## src/rtl/inst_fetch_unit_if.sv

```systemverilog
// Fetch unit bundle: instruction-memory request/response, redirect input and decode-side output.
// The master side is the fetch unit; the slave side is the memory/decode environment.
interface inst_fetch_unit_if;
  logic        imem_req;
  logic [31:0] imem_addr;
  logic        imem_gnt;
  logic        imem_rvalid;
  logic [31:0] imem_rdata;
  logic        redirect;
  logic [31:0] redirect_pc;
  logic        out_valid;
  logic        out_ready;
  logic [31:0] out_inst;
  logic [31:0] out_pc;
  logic [5:0]  out_opcode;
  logic [5:0]  out_func;

  modport master (
    output imem_req, imem_addr, out_valid, out_inst, out_pc, out_opcode, out_func,
    input  imem_gnt, imem_rvalid, imem_rdata, redirect, redirect_pc, out_ready
  );

  modport slave (
    input  imem_req, imem_addr, out_valid, out_inst, out_pc, out_opcode, out_func,
    output imem_gnt, imem_rvalid, imem_rdata, redirect, redirect_pc, out_ready
  );
endinterface

```

## src/rtl/inst_fetch_unit.sv

```systemverilog
// Instruction fetch front end: PC, credit-limited word reads, in-order queue to decode.
// Response at edge N is visible on out_* from cycle N+1; stalls on queue+outstanding credit.
module inst_fetch_unit #(
  parameter logic [31:0] RESET_PC = 32'h0000_0000,
  parameter int          QDEPTH   = 4
) (
  input  logic               clk,
  input  logic               rst,
  inst_fetch_unit_if.master  bus
);
  localparam int PW  = (QDEPTH > 1) ? $clog2(QDEPTH) : 1;
  localparam int CW  = PW + 1;
  localparam int CW1 = CW + 1;
  localparam int DW  = 16;
  localparam logic [CW:0] QD = CW1'(QDEPTH);

  logic [31:0]   pc_q, pc_d;
  logic [31:0]   qi_q  [QDEPTH];
  logic [31:0]   qp_q  [QDEPTH];
  logic [31:0]   tag_q [QDEPTH];
  logic [PW-1:0] rd_q, rd_d, wr_q, wr_d, trd_q, trd_d, twr_q, twr_d;
  logic [CW-1:0] cnt_q, cnt_d, outs_q, outs_d;
  logic [DW-1:0] drop_q, drop_d;
  logic [CW:0]   credit;
  logic          accept, resp_keep, resp_drop, pop;

  assign credit       = {1'b0, cnt_q} + {1'b0, outs_q};
  assign bus.imem_req  = rst && !bus.redirect && (credit < QD);
  assign bus.imem_addr = pc_q;

  assign accept    = bus.imem_req && bus.imem_gnt;
  assign resp_drop = bus.imem_rvalid && (drop_q != '0);
  assign resp_keep = bus.imem_rvalid && (drop_q == '0);
  assign pop       = (cnt_q != '0) && bus.out_ready;

  assign bus.out_valid  = (cnt_q != '0);
  assign bus.out_inst   = qi_q[rd_q];
  assign bus.out_pc     = qp_q[rd_q];
  assign bus.out_opcode = qi_q[rd_q][31:26];
  assign bus.out_func   = qi_q[rd_q][5:0];

  always_comb begin
    pc_d   = accept ? pc_q + 32'd4 : pc_q;
    rd_d   = pop ? rd_q + PW'(1) : rd_q;
    wr_d   = resp_keep ? wr_q + PW'(1) : wr_q;
    twr_d  = accept ? twr_q + PW'(1) : twr_q;
    trd_d  = resp_keep ? trd_q + PW'(1) : trd_q;
    cnt_d  = cnt_q + CW'(resp_keep) - CW'(pop);
    outs_d = outs_q + CW'(accept) - CW'(resp_keep);
    drop_d = drop_q - DW'(resp_drop);
    // Every request still in flight becomes stale; a response landing now is one of them.
    if (bus.redirect) begin
      pc_d   = bus.redirect_pc & 32'hFFFF_FFFC;
      rd_d   = '0;
      wr_d   = '0;
      twr_d  = '0;
      trd_d  = '0;
      cnt_d  = '0;
      outs_d = '0;
      drop_d = drop_q + DW'(outs_q) - DW'(bus.imem_rvalid);
    end
  end

  always_ff @(posedge clk or negedge rst) begin
    if (!rst) begin
      pc_q   <= RESET_PC;
      rd_q   <= '0;
      wr_q   <= '0;
      trd_q  <= '0;
      twr_q  <= '0;
      cnt_q  <= '0;
      outs_q <= '0;
      drop_q <= '0;
      for (int i = 0; i < QDEPTH; i++) begin
        qi_q[i]  <= '0;
        qp_q[i]  <= '0;
        tag_q[i] <= '0;
      end
    end else begin
      pc_q   <= pc_d;
      rd_q   <= rd_d;
      wr_q   <= wr_d;
      trd_q  <= trd_d;
      twr_q  <= twr_d;
      cnt_q  <= cnt_d;
      outs_q <= outs_d;
      drop_q <= drop_d;
      if (accept) tag_q[twr_q] <= pc_q;
      if (resp_keep && !bus.redirect) begin
        qi_q[wr_q] <= bus.imem_rdata;
        qp_q[wr_q] <= tag_q[trd_q];
      end
    end
  end
endmodule

```

## src/flat_wrapper.sv

```systemverilog
// flat-port wrapper written by rule: the top's interface ports become plain ports
module inst_fetch_unit_flat 
#(
  parameter logic [31:0] RESET_PC = 32'h0000_0000,
  parameter int          QDEPTH   = 4
)
  (clk, rst, bus_imem_req, bus_imem_addr, bus_out_valid, bus_out_inst, bus_out_pc, bus_out_opcode, bus_out_func, bus_imem_gnt, bus_imem_rvalid, bus_imem_rdata, bus_redirect, bus_redirect_pc, bus_out_ready);
  inst_fetch_unit_if bus_i ();
  input  logic clk;
  input  logic rst;
  output wire logic [$bits(bus_i.imem_req)-1:0] bus_imem_req;
  output wire logic [$bits(bus_i.imem_addr)-1:0] bus_imem_addr;
  output wire logic [$bits(bus_i.out_valid)-1:0] bus_out_valid;
  output wire logic [$bits(bus_i.out_inst)-1:0] bus_out_inst;
  output wire logic [$bits(bus_i.out_pc)-1:0] bus_out_pc;
  output wire logic [$bits(bus_i.out_opcode)-1:0] bus_out_opcode;
  output wire logic [$bits(bus_i.out_func)-1:0] bus_out_func;
  input wire logic [$bits(bus_i.imem_gnt)-1:0] bus_imem_gnt;
  input wire logic [$bits(bus_i.imem_rvalid)-1:0] bus_imem_rvalid;
  input wire logic [$bits(bus_i.imem_rdata)-1:0] bus_imem_rdata;
  input wire logic [$bits(bus_i.redirect)-1:0] bus_redirect;
  input wire logic [$bits(bus_i.redirect_pc)-1:0] bus_redirect_pc;
  input wire logic [$bits(bus_i.out_ready)-1:0] bus_out_ready;
  assign bus_imem_req = bus_i.imem_req;
  assign bus_imem_addr = bus_i.imem_addr;
  assign bus_out_valid = bus_i.out_valid;
  assign bus_out_inst = bus_i.out_inst;
  assign bus_out_pc = bus_i.out_pc;
  assign bus_out_opcode = bus_i.out_opcode;
  assign bus_out_func = bus_i.out_func;
  assign bus_i.imem_gnt = bus_imem_gnt;
  assign bus_i.imem_rvalid = bus_imem_rvalid;
  assign bus_i.imem_rdata = bus_imem_rdata;
  assign bus_i.redirect = bus_redirect;
  assign bus_i.redirect_pc = bus_redirect_pc;
  assign bus_i.out_ready = bus_out_ready;
  inst_fetch_unit #(.RESET_PC(RESET_PC), .QDEPTH(QDEPTH)) u_core (.clk(clk), .rst(rst), .bus(bus_i));
endmodule
```

## config.mk

```make
export PLATFORM = sky130hd
export DESIGN_NAME = inst_fetch_unit_flat
export DESIGN_NICKNAME = d
export VERILOG_FILES = /design/src/rtl/inst_fetch_unit_if.sv /design/src/rtl/inst_fetch_unit.sv /design/src/flat_wrapper.sv
export SDC_FILE = /design/constraint.sdc
export NUM_CORES = 1
export LEC_CHECK = 0
export ABC_CLOCK_PERIOD_IN_PS = 3100
export CORE_UTILIZATION = 53
export DETAILED_ROUTE_END_ITERATION = 10
export PLACE_DENSITY_LB_ADDON = 0.25
export SYNTH_ARGS = -nofsm -noshare
export SYNTH_HDL_FRONTEND = slang
export SYNTH_SLANG_ARGS = --single-unit
```

## constraint.sdc

```tcl
create_clock -name clk -period 3.1 [get_ports clk]
set_input_delay 0.465 -clock clk [delete_from_list [all_inputs] [get_ports clk]]
set_output_delay 0.465 -clock clk [all_outputs]
set_load 0.01 [all_outputs]
```

* Word level (Yosys, flattened, before mapping)
Index checks and enable logic that the tools add are counted.
** Operators by class
- Equality and inequality tests :: 0
- Shift-type cells :: 0
- Muxes and demuxes :: 29
- Multipliers :: 0
- Reduce and logical (&&, ||, !) cells :: 16
- Add/subtract/negate cells :: 13
- Div/mod/pow operators :: 0
- Bitwise logic cells :: 4
- $lt $le $gt $ge :: 7
** Operator list (number)
- 128-bit bitwise mux :: 3
- 32-bit two-way mux :: 10
- 32-bit binary-select mux with 2-bit select :: 3
- 32-bit demux with 2-bit select :: 2
- 32-bit by 3-bit adder with 32-bit output (second input constant) :: 1
- 16-bit by 1-bit subtractor with 16-bit output :: 2
- 16-bit by 3-bit adder with 16-bit output :: 1
- 16-bit zero test :: 1
- 16-bit two-way mux :: 1
- 2-bit two-way mux :: 8
- 16-bit nonzero test :: 1
- 3-bit greater-or-equal comparator (second input constant) :: 4
- 2-bit NOT with 3-bit output :: 4
- 1-bit logical AND :: 9
- 2-bit by 1-bit adder with 2-bit output (second input constant) :: 4
- 3-bit by 1-bit adder with 3-bit output :: 2
- 3-bit by 1-bit < comparator with 1-bit output (second input constant) :: 2
- 3-bit two-way mux :: 2
- 2-bit nonzero test :: 3
- 3-bit by 1-bit subtractor with 3-bit output :: 2
- 3-bit by 3-bit adder with 4-bit output :: 1
- 4-bit by 3-bit < comparator with 1-bit output (second input constant) :: 1
- 3-bit nonzero test :: 1
- 1-bit zero test :: 1
** Word-level totals
- Output and inout port bits :: 110
- Bits in writable memories :: 0
- Word-level logic and storage cells :: 89
- Bits in read-only memories :: 0
- Input bits :: 70
- Latch bits :: 0
- Flip-flop bits (word level) :: 446
- Memories kept :: 0

* Depth between registers and ports, before layout
Gate-level depths: netlist (run 1).
- Depth in word-level cells :: 7
- Gate-level depth with buffers :: 13
- Depth with buffers taken out :: 13

* Least setup slack after synthesis (run 1)
OpenSTA, ideal clock, no wires.
- Kind :: reg-to-reg
- From :: register u_core.drop_q[12]
- To :: register u_core.outs_q[2]
- Required time :: 2.968 ns
- Stages on the path, launching flop included :: 14
- Setup time :: 0.132 ns
- Setup slack :: -0.036 ns
- Data arrival time :: 3.004 ns
- Buffers on the path :: 0
- Clock period less this slack :: 3.136 ns
- Path through :: dfrtp_1 -> inv_1 -> ha_1 -> or3b_1 -> or3_1 -> nor4b_4 -> ha_1 -> inv_1 -> ha_1 -> inv_1 -> fa_1 -> xnor2_1 -> xnor2_1 -> nor2_1
** On the way
- Longest elaborated chain between the ends :: 4
** RTL lines
- start, declared :: RTL line inst_fetch_unit.sv:23 : logic [DW-1:0] drop_q, drop_d;
- start signal, assigned :: RTL line inst_fetch_unit.sv:87 : drop_q <= drop_d;
- 16-bit zero test :: RTL line inst_fetch_unit.sv:33 : assign resp_keep = bus.imem_rvalid && (drop_q == '0);
- 1-bit logical AND :: RTL line inst_fetch_unit.sv:33
- 3-bit by 1-bit subtractor with 3-bit output :: RTL line inst_fetch_unit.sv:49 : outs_d = outs_q + CW'(accept) - CW'(resp_keep);
- 3-bit two-way mux :: RTL line inst_fetch_unit.sv:52 : if (bus.redirect) begin
- net u_core.outs_d[2] :: RTL line inst_fetch_unit.sv:22 : logic [CW-1:0] cnt_q, cnt_d, outs_q, outs_d;
- end signal, assigned :: RTL line inst_fetch_unit.sv:86 : outs_q <= outs_d;
- end, declared :: RTL line inst_fetch_unit.sv:22
The timed path passes the listed nets, and every way through them passes these cells.
A chain may end at the register's enable or synchronous reset.

* Worst setup path in the final report (run 1)
- From :: register u_core.rd_q[1]
- To :: output port bus_out_pc[11]
** On the way
- Longest elaborated chain between the ends :: 4
** RTL lines
- start, declared :: RTL line inst_fetch_unit.sv:21 : logic [PW-1:0] rd_q, rd_d, wr_q, wr_d, trd_q, trd_d, twr_q, twr_d;
- start signal, assigned :: RTL line inst_fetch_unit.sv:81 : rd_q <= rd_d;
- 2-bit NOT with 3-bit output (implied by the code) :: RTL line inst_fetch_unit.sv:38 : assign bus.out_pc = qp_q[rd_q];
- 32-bit binary-select mux with 2-bit select :: RTL line inst_fetch_unit.sv:38
- 32-bit two-way mux (implied by the code) (2 in series) :: RTL line inst_fetch_unit.sv:38
- end, declared :: RTL line flat_wrapper.sv:15 : output wire logic [$bits(bus_i.out_pc)-1:0] bus_out_pc;
No other way between the ends. The select of a mux whose other input is x is not followed.

==> results of run 1 <==
-- metrics by stage --
stage	cells	TNS, ns	setup slack (ns)
after floorplan	1454	0	0.00003464
after CTS	2184	0	0.005101
after global routing	2186	-0.02176	-0.01378
after detailed placement	2101	-0.1096	-0.04513
after global placement	2101	-0.009148	-0.009148
final	2186	0	0.1480
-- metal layers --
metal	GRT usage [%]	wire, um
met1	32.53	19910
met2	37.82	21170
met3	3.325	1978
met4	5.670	779
met5	0	0
-- synth_stat cells, drive strengths merged, types with 14 or more instances --
cell type  number  share of area (%)
mux2          356                 19
inv            55                1.0
nand2          70                1.3
mux4           92                 10
and3           14               0.43
o211ai         16               0.58
dfrtp         428                 52
nor2           35               0.64
nand3          19               0.46
a21oi          17               0.41
o21ai          44                1.1
xnor2          30                1.3
ha             53                3.2
clkbuf         41               0.75
buf            65                2.8
-- worst register-to-register path, cell delays in order (launching register included) --
cell	delay (ns)
dfrtp_1	0.38
inv_2	0.06
ha_1	0.16
or3b_1	0.34
or3_4	0.36
nor4b_4	0.29
ha_1	0.27
inv_1	0.05
ha_1	0.13
inv_1	0.06
fa_2	0.35
xnor2_2	0.14
xnor2_1	0.13
nor2_1	0.05
-- sequential cells by signal (all words and copies together), names as in the netlist --
register              flops
u_core.bus.imem_addr     30
u_core.trd_q              2
u_core.outs_q             3
u_core.tag_q            120
u_core.cnt_q              3
u_core.rd_q               2
u_core.qp_q             120
u_core.drop_q            16
u_core.wr_q               2
u_core.qi_q             128
u_core.twr_q              2
-- where the power goes --
group	switching [uW]	total, uW	internal (uW)
logic	2340	4690	2360
clock network	2160	5340	3170
registers	520	6750	6230
total	5020	16800	11800
-- path summary, 6_finish.rpt --
path                                     startpoint                  endpoint  slack [ns]  cells after the start
worst max-delay path                 u_core.rd_q[1]            bus_out_pc[11]        0.15                      3
worst min-delay path                            rst          u_core.qi_q[125]        0.08                      2
worst max register to register    u_core.drop_q[12]          u_core.outs_q[2]        0.17                     13
worst min register to register     u_core.tag_q[50]          u_core.tag_q[50]        0.48                      2
max in group asynchronous                       rst          u_core.tag_q[44]        1.91                      3
min in group clk                bus_redirect_pc[31]  u_core.bus.imem_addr[31]        0.47                      3
-- placed cells by master, fill, tap and decap left out, drive strengths merged, types with 14 or more instances in the layout --
cell type / netlist / layout
and3: 14 / 14
ha: 53 / 53
inv: 55 / 57
nor2: 35 / 35
mux2: 356 / 356
dfrtp: 428 / 428
xnor2: 30 / 30
buf: 65 / 77
mux4: 92 / 92
clkdlybuf4s50: 0 / 171
clkbuf: 41 / 68
o211ai: 16 / 16
o21ai: 44 / 44
nand3: 19 / 19
a21oi: 17 / 17
nand2: 70 / 70
-- cells by family (layout without fill, tap and decap cells) --
logic type,after synthesis,after routing
compound gates,129,129
xor+xnor,35,35
fa+ha+maj,56,56
buf+inv,161,382
flops,428,428
mux,455,455
other cells,1,4
simple gates,186,186
-- what timing repair did --
item                       4_1_cts  5_1_grt
pin swaps                        0        5
setup endpoints to repair       32        6
gates resized for setup          0        6
buffers inserted                 4        2
-- layout make-up --
class	instances	area (um2)	area share [%]
Clock buffer	68	1315	5.359
Multi-Input combinational cell	865	9012	36.73
Sequential cell	428	10720	43.67
Timing Repair Buffer	248	2507	10.22
Tap cell	511	639.4	2.606
Inverter	55	206.4	0.8414
Clock inverter	11	140.1	0.5711
==> flow_metrics.tcl, run 1 <==
set metrics [dict create \
    clockRootBuffer "clkbuf_16" \
    dieArea_um2 39660 \
    yosys.area_share.simple_pct 4.464 \
    cpPeakStageDelay_ns 0.77 \
    fmax_ghz 0.3388 \
    worst-setup-path-type "register to output pin" \
    status "finished clean" \
    period_needed_ns 2.952 \
    rows 71 \
    finClkSkew_ns 0.02716 \
    grtUsageTotal_pct 23.09 \
    drive_gt1_share_pct 35.04 \
    slew_headroom_pct 39.77 \
    postRouteAntennaNets 0 \
    ys_warn_count 0 \
    post-route-util_pct 64.69 \
    fin_hold_ws_ns 0.07526 \
    start_util_pct 54.31 \
    ys.flop_type "dfrtp_1" \
    dr.first_iter.drc_count 463 \
    maxCapViolCount 0 \
    synthArstFlopShare_pct 100.0 \
    path_max_fanout 20 \
    die_h_um 199.2 \
    grt_pass1_wl_mm 71.65 \
    tightestPinTransition_ns 0.9034 \
    ctsHoldBuffers 0 \
    slowest_stage "dfrtp_2" \
    synth_mux_area_share_pct 29.86 \
    synth_edf_count 0 \
    powerDensity_nw_per_um2 684.1 \
    crit_family "buffers and inverters" \
    nets 1770 \
    ys_seq_area_share_pct 51.99 \
    synthAdderAreaFrac_pct 3.511 \
    dp_hpwl_mm 29.13 \
    portBuffers 173 \
    crit_arrival_ns 2.49 \
    synth_xor_area_share_pct 1.488 \
    clock_sinks 428 \
    avgSynthCellArea_um2 14.20 \
    total_power_uw 16790 \
    numCtsBuffers 46 \
    required_ns 2.63 \
    grt_max_degree 166 \
    clock_latency_ns 0.55 \
    num-fill-cells 2788 \
    min_path_type "input port to asynchronous set/reset pin" \
    grt_overflow 0 \
    finalSetupViolCount 0 \
    antenna_found_initial 0 \
    yosys.cell_types.count 56 \
    fin_crit_sh_pct 95.23 \
    synth_compound_area_share_pct 4.148 \
    report.final.slew_viol_count 0 \
    synthCells 1451 \
    core_um2 37930 \
    area_growth_pct 19.11 \
    cts_max_path_buffers 3 \
    antennaDiodeCount 0 \
    fin_area_um2 24540 \
    rsz0062_at_grt "true" \
    drt-pass1-iter-count 6 \
    place_area_um2 23030 \
    p_leak_uw 0.01138 \
    vias_per_cell 5.741 \
    grt_pass1_vias 13190 \
    wl_mm 43.85 \
    via_count 12550 \
    synth_top_family_by_area "multiplexers" \
    drc 0 \
    netlist_area_um2 20600 \
    gp_congestion 0.8587 \
    hold_viol 0 \
    post_drt_wl_per_cell_um 20.06 \
    vdd_drop_max_v 0.0005835 \
    ys_seq_elements 428 \
    clkTransAtPathRegs_ns 0.06 \
    worst-path-buf-inv 2 \
    startpoint_type "register" \
    pin_count 180 \
    end_kind "output pin" \
    die_w_um 199.2 \
    cp_cell_sequence "buf_4 > mux4_2 > clkdlybuf4s50_1" \
    htree_levels 2 \
    cts_tree "built" \
]
No activity file was read; power rests on OpenSTA's default activity.
==> run 2: changes to the inputs <==
--- a/config.mk
+++ b/config.mk
@@ -9,6 +9,7 @@
 export CORE_UTILIZATION = 53
 export DETAILED_ROUTE_END_ITERATION = 10
 export PLACE_DENSITY_LB_ADDON = 0.25
+export RECOVER_POWER = 50
 export SYNTH_ARGS = -nofsm -noshare
 export SYNTH_HDL_FRONTEND = slang
 export SYNTH_SLANG_ARGS = --single-unit
==> run 2 against run 1 <==
Against the previous run:
- the run now ends with max-capacitance violations, max-slew violations left
- global-route usage unchanged
- first-iteration DRC count up 3.5%
- worst setup slack worse by 0.0051 ns
- critical path depth unchanged
- sequential share of layout area up 0.058 points
- final cell count unchanged
- clock power about the same
- power down 0.19%
- utilization down 0.086 points
- combinational power about the same
- routed wire length about the same
- largest power group unchanged
==> flow_metrics.tcl, run 2 (synthesized netlist as in run 1, its figures left out) <==
set metrics [dict create \
    status "finished, violations left" \
    violations "max-capacitance violations, max-slew violations" \
    vdd_drop_max_v 0.0005820 \
    num-fill-cells 2795 \
    largest-register "u_core.qi_q" \
    required_ns 2.63 \
    via_count 12560 \
    slew_headroom_pct -44.64 \
    drt-pass1-iter-count 5 \
    clock_sinks 428 \
    tightestPinTransition_ns 2.170 \
    finClkSkew_ns 0.02644 \
    worst-path-buf-inv 2 \
    finalSetupViolCount 0 \
    worst-setup-path-type "register to output pin" \
    hold_viol 0 \
    wl_mm 43.83 \
    pin_count 180 \
    largestRegisters "u_core.qi_q (128), u_core.qp_q (120), u_core.tag_q (120)" \
    cts_tree "built" \
    post_drt_wl_per_cell_um 20.05 \
    clkTransAtPathRegs_ns 0.06 \
    start_util_pct 54.31 \
    grt_pass1_vias 13190 \
    hold-path-cell-count 3 \
    postRouteAntennaNets 0 \
    period_needed_ns 2.957 \
    report.final.slew_viol_count 163 \
    pre_cts_ws_ns -0.04513 \
    min_path_type "input port to register" \
    cts_max_path_buffers 3 \
    dr.first_iter.drc_count 479 \
    total_power_uw 16750 \
    swShare_pct 29.91 \
    worst_slack_ns 0.1429 \
    powerDensity_nw_per_um2 683.7 \
    post-route-util_pct 64.60 \
    drc 0 \
    clockRootBuffer "clkbuf_16" \
    crit_family "buffers and inverters" \
    nets 1770 \
    grt_overflow 0 \
    grt_max_degree 166 \
    fin_crit_sh_pct 95.39 \
    rsz0062_at_grt "true" \
    maxCapViolCount 1 \
    htree_levels 2 \
    rr_worst_depth 13 \
    gp_congestion 0.8587 \
    cpPeakStageDelay_ns 0.78 \
    fmax_ghz 0.3382 \
    regArea_um2 10720 \
    seq_power_share_pct 40.3 \
    p_sw_uw 5011 \
    ctsHoldBuffers 0 \
    path_max_fanout 20 \
    startpoint_type "register" \
    pwr-share-comb_pct 27.9 \
    die_h_um 199.2 \
    dieArea_um2 39660 \
    antenna_found_initial 0 \
    end_kind "output pin" \
    intPower_uw 11740 \
    vias_per_cell 5.743 \
    slowest_stage "dfrtp_2" \
    drive_gt1_share_pct 34.93 \
    grt_pass1_wl_mm 71.65 \
    die_w_um 199.2 \
    antennaDiodeCount 0 \
    p_clk_share_pct 31.8 \
    grtUsageTotal_pct 23.09 \
    rows 71 \
    portBuffers 173 \
    multi_input_area_um2 9012 \
    clock_latency_ns 0.55 \
    largest_reg_flops 128 \
    numCtsBuffers 46 \
    cp_cell_sequence "buf_4 > mux4_2 > clkdlybuf4s50_1" \
    p_leak_uw 0.01139 \
    crit_arrival_ns 2.49 \
    layout_commonest_cell "dfrtp_1" \
    core_um2 37930 \
    cp.depth 3 \
    final_cell_mix "dfrtp_1, mux2_2, clkdlybuf4s50_1" \
    area_growth_pct 18.96 \
    dp_hpwl_mm 29.13 \
]
[run 2: cell count changes in the layout (fill, tap and decap cells not counted), sizes merged]
cell and change:
clkdlybuf4s50 -29, dlygate4sd3 +29, buf -5, clkbuf +5
[run 2: repair_timing]
action                     CTS  global route
cloned                       0             0
setup endpoints to repair   32             6
resized for setup            0             6
pin swaps                    0             5
buffers inserted             4             2
[run 2: power groups by stage]
stage	Combinational [uW]	Clock, uW	Sequential (uW)
floorplan	3220	0	6600
global placement	4450	0	6840
detailed placement	4540	0	6890
CTS	4670	5460	6750
global route	5150	5690	6830
finish	4670	5330	6750
[run 2: final cells by class]
class	instances	area share, %
clock inverter	11	0.5719
timing repair buffer	248	10.10
clock buffer	68	5.366
tap	511	2.609
inverter	55	0.8425
sequential	428	43.73
multi-input combinational	865	36.78
[run 2: path summary, 6_finish.rpt]
check | startpoint | endpoint | slack, ns
hold / removal | bus_redirect_pc[31] | u_core.bus.imem_addr[31] | 0.47
max in group asynchronous | rst | u_core.qp_q[94] | 0.53
setup reg to reg | u_core.drop_q[12] | u_core.outs_q[2] | 0.16
setup / recovery | u_core.rd_q[1] | bus_out_pc[11] | 0.14
min in group asynchronous | rst | u_core.qp_q[5] | 0.54
hold reg to reg | u_core.tag_q[118] | u_core.tag_q[118] | 0.48
[run 2: worst min-delay path, cell delays in order]
cell,delay (ns)
clkdlybuf4s50_1,0.40
nand2_1,0.07
nand3_1,0.06
[run 2: routing by layer]
metal	part of all wire (%)	global-route usage [%]	wire length (um)
met5	0	0	0
met4	1.8	5.670	796
met3	4.7	3.325	2068
met2	48	37.82	21170
met1	45	32.53	19790
[run 2: through the flow]
stage | hold slack, ns | area (um2) | setup TNS, ns | cells
CTS | 0.1015 | 24510 | 0 | 2184
floorplan | 0.1694 | 20630 | 0 | 1454
global placement | 0.4561 | 23030 | -0.009148 | 2101
global route | 0.4774 | 24500 | -0.02176 | 2186
finish | 0.4747 | 24500 | 0 | 2186
detailed placement | 0.4688 | 23030 | -0.1096 | 2101
==> run 3: changes to the inputs <==
--- a/config.mk
+++ b/config.mk
@@ -5,10 +5,10 @@
 export SDC_FILE = /design/constraint.sdc
 export NUM_CORES = 1
 export LEC_CHECK = 0
-export ABC_CLOCK_PERIOD_IN_PS = 3100
-export CORE_UTILIZATION = 53
+export ABC_CLOCK_PERIOD_IN_PS = 2800
+export CORE_UTILIZATION = 55
 export DETAILED_ROUTE_END_ITERATION = 10
-export PLACE_DENSITY_LB_ADDON = 0.25
+export PLACE_DENSITY = 0.83
 export RECOVER_POWER = 50
 export SYNTH_ARGS = -nofsm -noshare
 export SYNTH_HDL_FRONTEND = slang
==> constraint.sdc (replaced) <==
create_clock -name clk -period 2.8 [get_ports clk]
set_input_delay 0.42 -clock clk [delete_from_list [all_inputs] [get_ports clk]]
set_output_delay 0.42 -clock clk [all_outputs]
set_load 0.01 [all_outputs]
==> run 3 against run 2 <==
Against the previous run:
- the run ends with max-capacitance violations, max-slew violations, negative setup slack left
- sequential share of layout area fell by 4.0 points
- non-clock buffer count grew 83
- sequential power is 9.5% higher
- critical path depth increased by 10
- first-iteration DRC count up 87%
- hold slack lost 0.21 ns
- highest routed layer unchanged
==> flow_metrics.tcl, run 3 (synthesized netlist as in run 1, its figures left out) <==
set metrics [dict create \
    largest-register "u_core.qi_q" \
    worst-setup-path-type "register to register" \
    rsz0062_at_grt "true" \
    finClkSkew_ns 0.02321 \
    slew_headroom_pct -22.51 \
    worst_r2r_startpoint "u_core.drop_q[12]" \
    grt_overflow 0 \
    dp_hpwl_mm 29.62 \
    grt_max_degree 188 \
    core_um2 36700 \
    gp_congestion 0.8902 \
    vias_per_cell 6.107 \
    nets 1851 \
    status "finished, violations left" \
    drive_gt1_share_pct 40.78 \
    reg2reg_slack_ns -0.16 \
    clkTransAtPathRegs_ns 0.07 \
    crit_arrival_ns 3.36 \
    antenna_found_initial 0 \
    die_h_um 195.5 \
    path_max_fanout 2 \
    required_ns 3.20 \
    die_w_um 195.5 \
    fin_crit_sh_pct 105.8 \
    cts_max_path_buffers 3 \
    drt-pass1-iter-count 5 \
    grtUsageTotal_pct 24.89 \
    layout_commonest_cell "dfrtp_1" \
    cts_tree "built" \
    clock_sinks 428 \
    htree_levels 2 \
    period_needed_ns 2.962 \
    vdd_drop_max_v 0.0007511 \
    clockRootBuffer "clkbuf_16" \
    place_area_um2 23140 \
    largestRegisters "u_core.qi_q (128), u_core.qp_q (120), u_core.tag_q (120)" \
    postRouteAntennaNets 0 \
    startpoint_type "register" \
    tightestPinTransition_ns 1.838 \
    antennaDiodeCount 0 \
    fmax_ghz 0.3376 \
    wl_mm 55.44 \
    numCtsBuffers 44 \
    cp-startpoint "u_core.drop_q[12]" \
    maxCapViolCount 2 \
    via_count 13600 \
    pin_count 180 \
    area_growth_pct 30.87 \
    dr.first_iter.drc_count 895 \
    place_inst 2080 \
    grt_pass1_vias 13820 \
    clock_latency_ns 0.56 \
    final_cell_mix "dfrtp_1, mux2_4, clkdlybuf4s50_1" \
    hold_viol 0 \
    rows 70 \
    min_path_type "input port to asynchronous set/reset pin" \
    portBuffers 173 \
    fin_cells 2226 \
    p_leak_uw 0.01298 \
    post_drt_wl_per_cell_um 24.90 \
    worst_slack_ns -0.1623 \
    report.final.slew_viol_count 264 \
    fin_area_um2 26960 \
    rr_worst_depth 13 \
    r2r_end "u_core.outs_q[2]" \
    dieArea_um2 38230 \
    grt_pass1_wl_mm 74.87 \
    powerDensity_nw_per_um2 728.6 \
    finalSetupViolCount 246 \
    drc 0 \
    largest_reg_flops 128 \
    start_util_pct 56.13 \
    violations "max-capacitance violations, max-slew violations, negative setup slack" \
    end_kind "register" \
]
run 3: worst max path at each step:
stage	endpoint	slack, ns	cells after the start
2_1_floorplan	u_core.outs_q[2]	-0.30	13
3_3_place_gp	u_core.drop_q[14]	-0.16	14
3_5_place_dp	u_core.drop_q[14]	-0.22	11
4_1_cts	u_core.outs_q[2]	-0.18	13
5_1_grt	u_core.outs_q[2]	-0.27	13
6_report	u_core.outs_q[2]	-0.16	13
run 3: metal layers:
layer | up-vias | share of wire (%) | GRT usage (%) | wire (um)
met5 | - | 0 | 0 | 0
met4 | 0 | 3.1 | 6.358 | 1691
met3 | 133 | 6.3 | 4.456 | 3509
met2 | 507 | 50 | 41.31 | 27820
met1 | 7141 | 40 | 34.07 | 22410
li1 | 5814 | - | - | -
run 3: layout make-up:
type	instances	area (um2)
clock inverters	16	198.9
well taps	468	585.6
repair buffers	331	3895
fillers	2116	9739
clock buffers	63	1314
multi-input cells	865	10040
inverters	55	206.4
flip-flops and latches	428	10720
run 3: power by group:
part	switching [uW]	internal [uW]	leakage, uW
clock network	2510	3640	0.000729
logic	3020	3090	0.00645
registers	488	6900	0.00580
run 3: repair_timing:
item,CTS,global route
setup buffers,5,34
hold endpoints to repair,5,0
resized for setup,36,336
hold buffers,1,0
gates cloned,5,22
pin swaps,9,9
setup endpoints to repair,322,303
run 3: worst max-delay path, cell delays in order (launching register included):
cell and delay (ns):
dfrtp_1 0.39, inv_2 0.08, ha_4 0.13, or3b_1 0.34, or3_4 0.36, nor4b_4 0.31, ha_1 0.29, inv_2 0.07
ha_4 0.12, inv_2 0.03, fa_2 0.34, xnor2_2 0.14, xnor2_1 0.15, nor2_1 0.06
run 3: metrics by stage:
step / worst slack, ns / TNS (ns) / total power [uW] / utilization (%) / hold WS (ns)
floorplan: -0.3000 / -0.4994 / 10880 / - / 0.1244
global placement: -0.1603 / -7.302 / 12670 / 63.06 / 0.2369
detailed placement: -0.2159 / -12.35 / 12910 / 63.06 / 0.2384
CTS: -0.1754 / -10.29 / 19280 / 67.99 / 0.2555
global route: -0.2709 / -39.67 / 20570 / 73.46 / 0.2525
finish: -0.1623 / -23.31 / 19640 / 73.46 / 0.2627
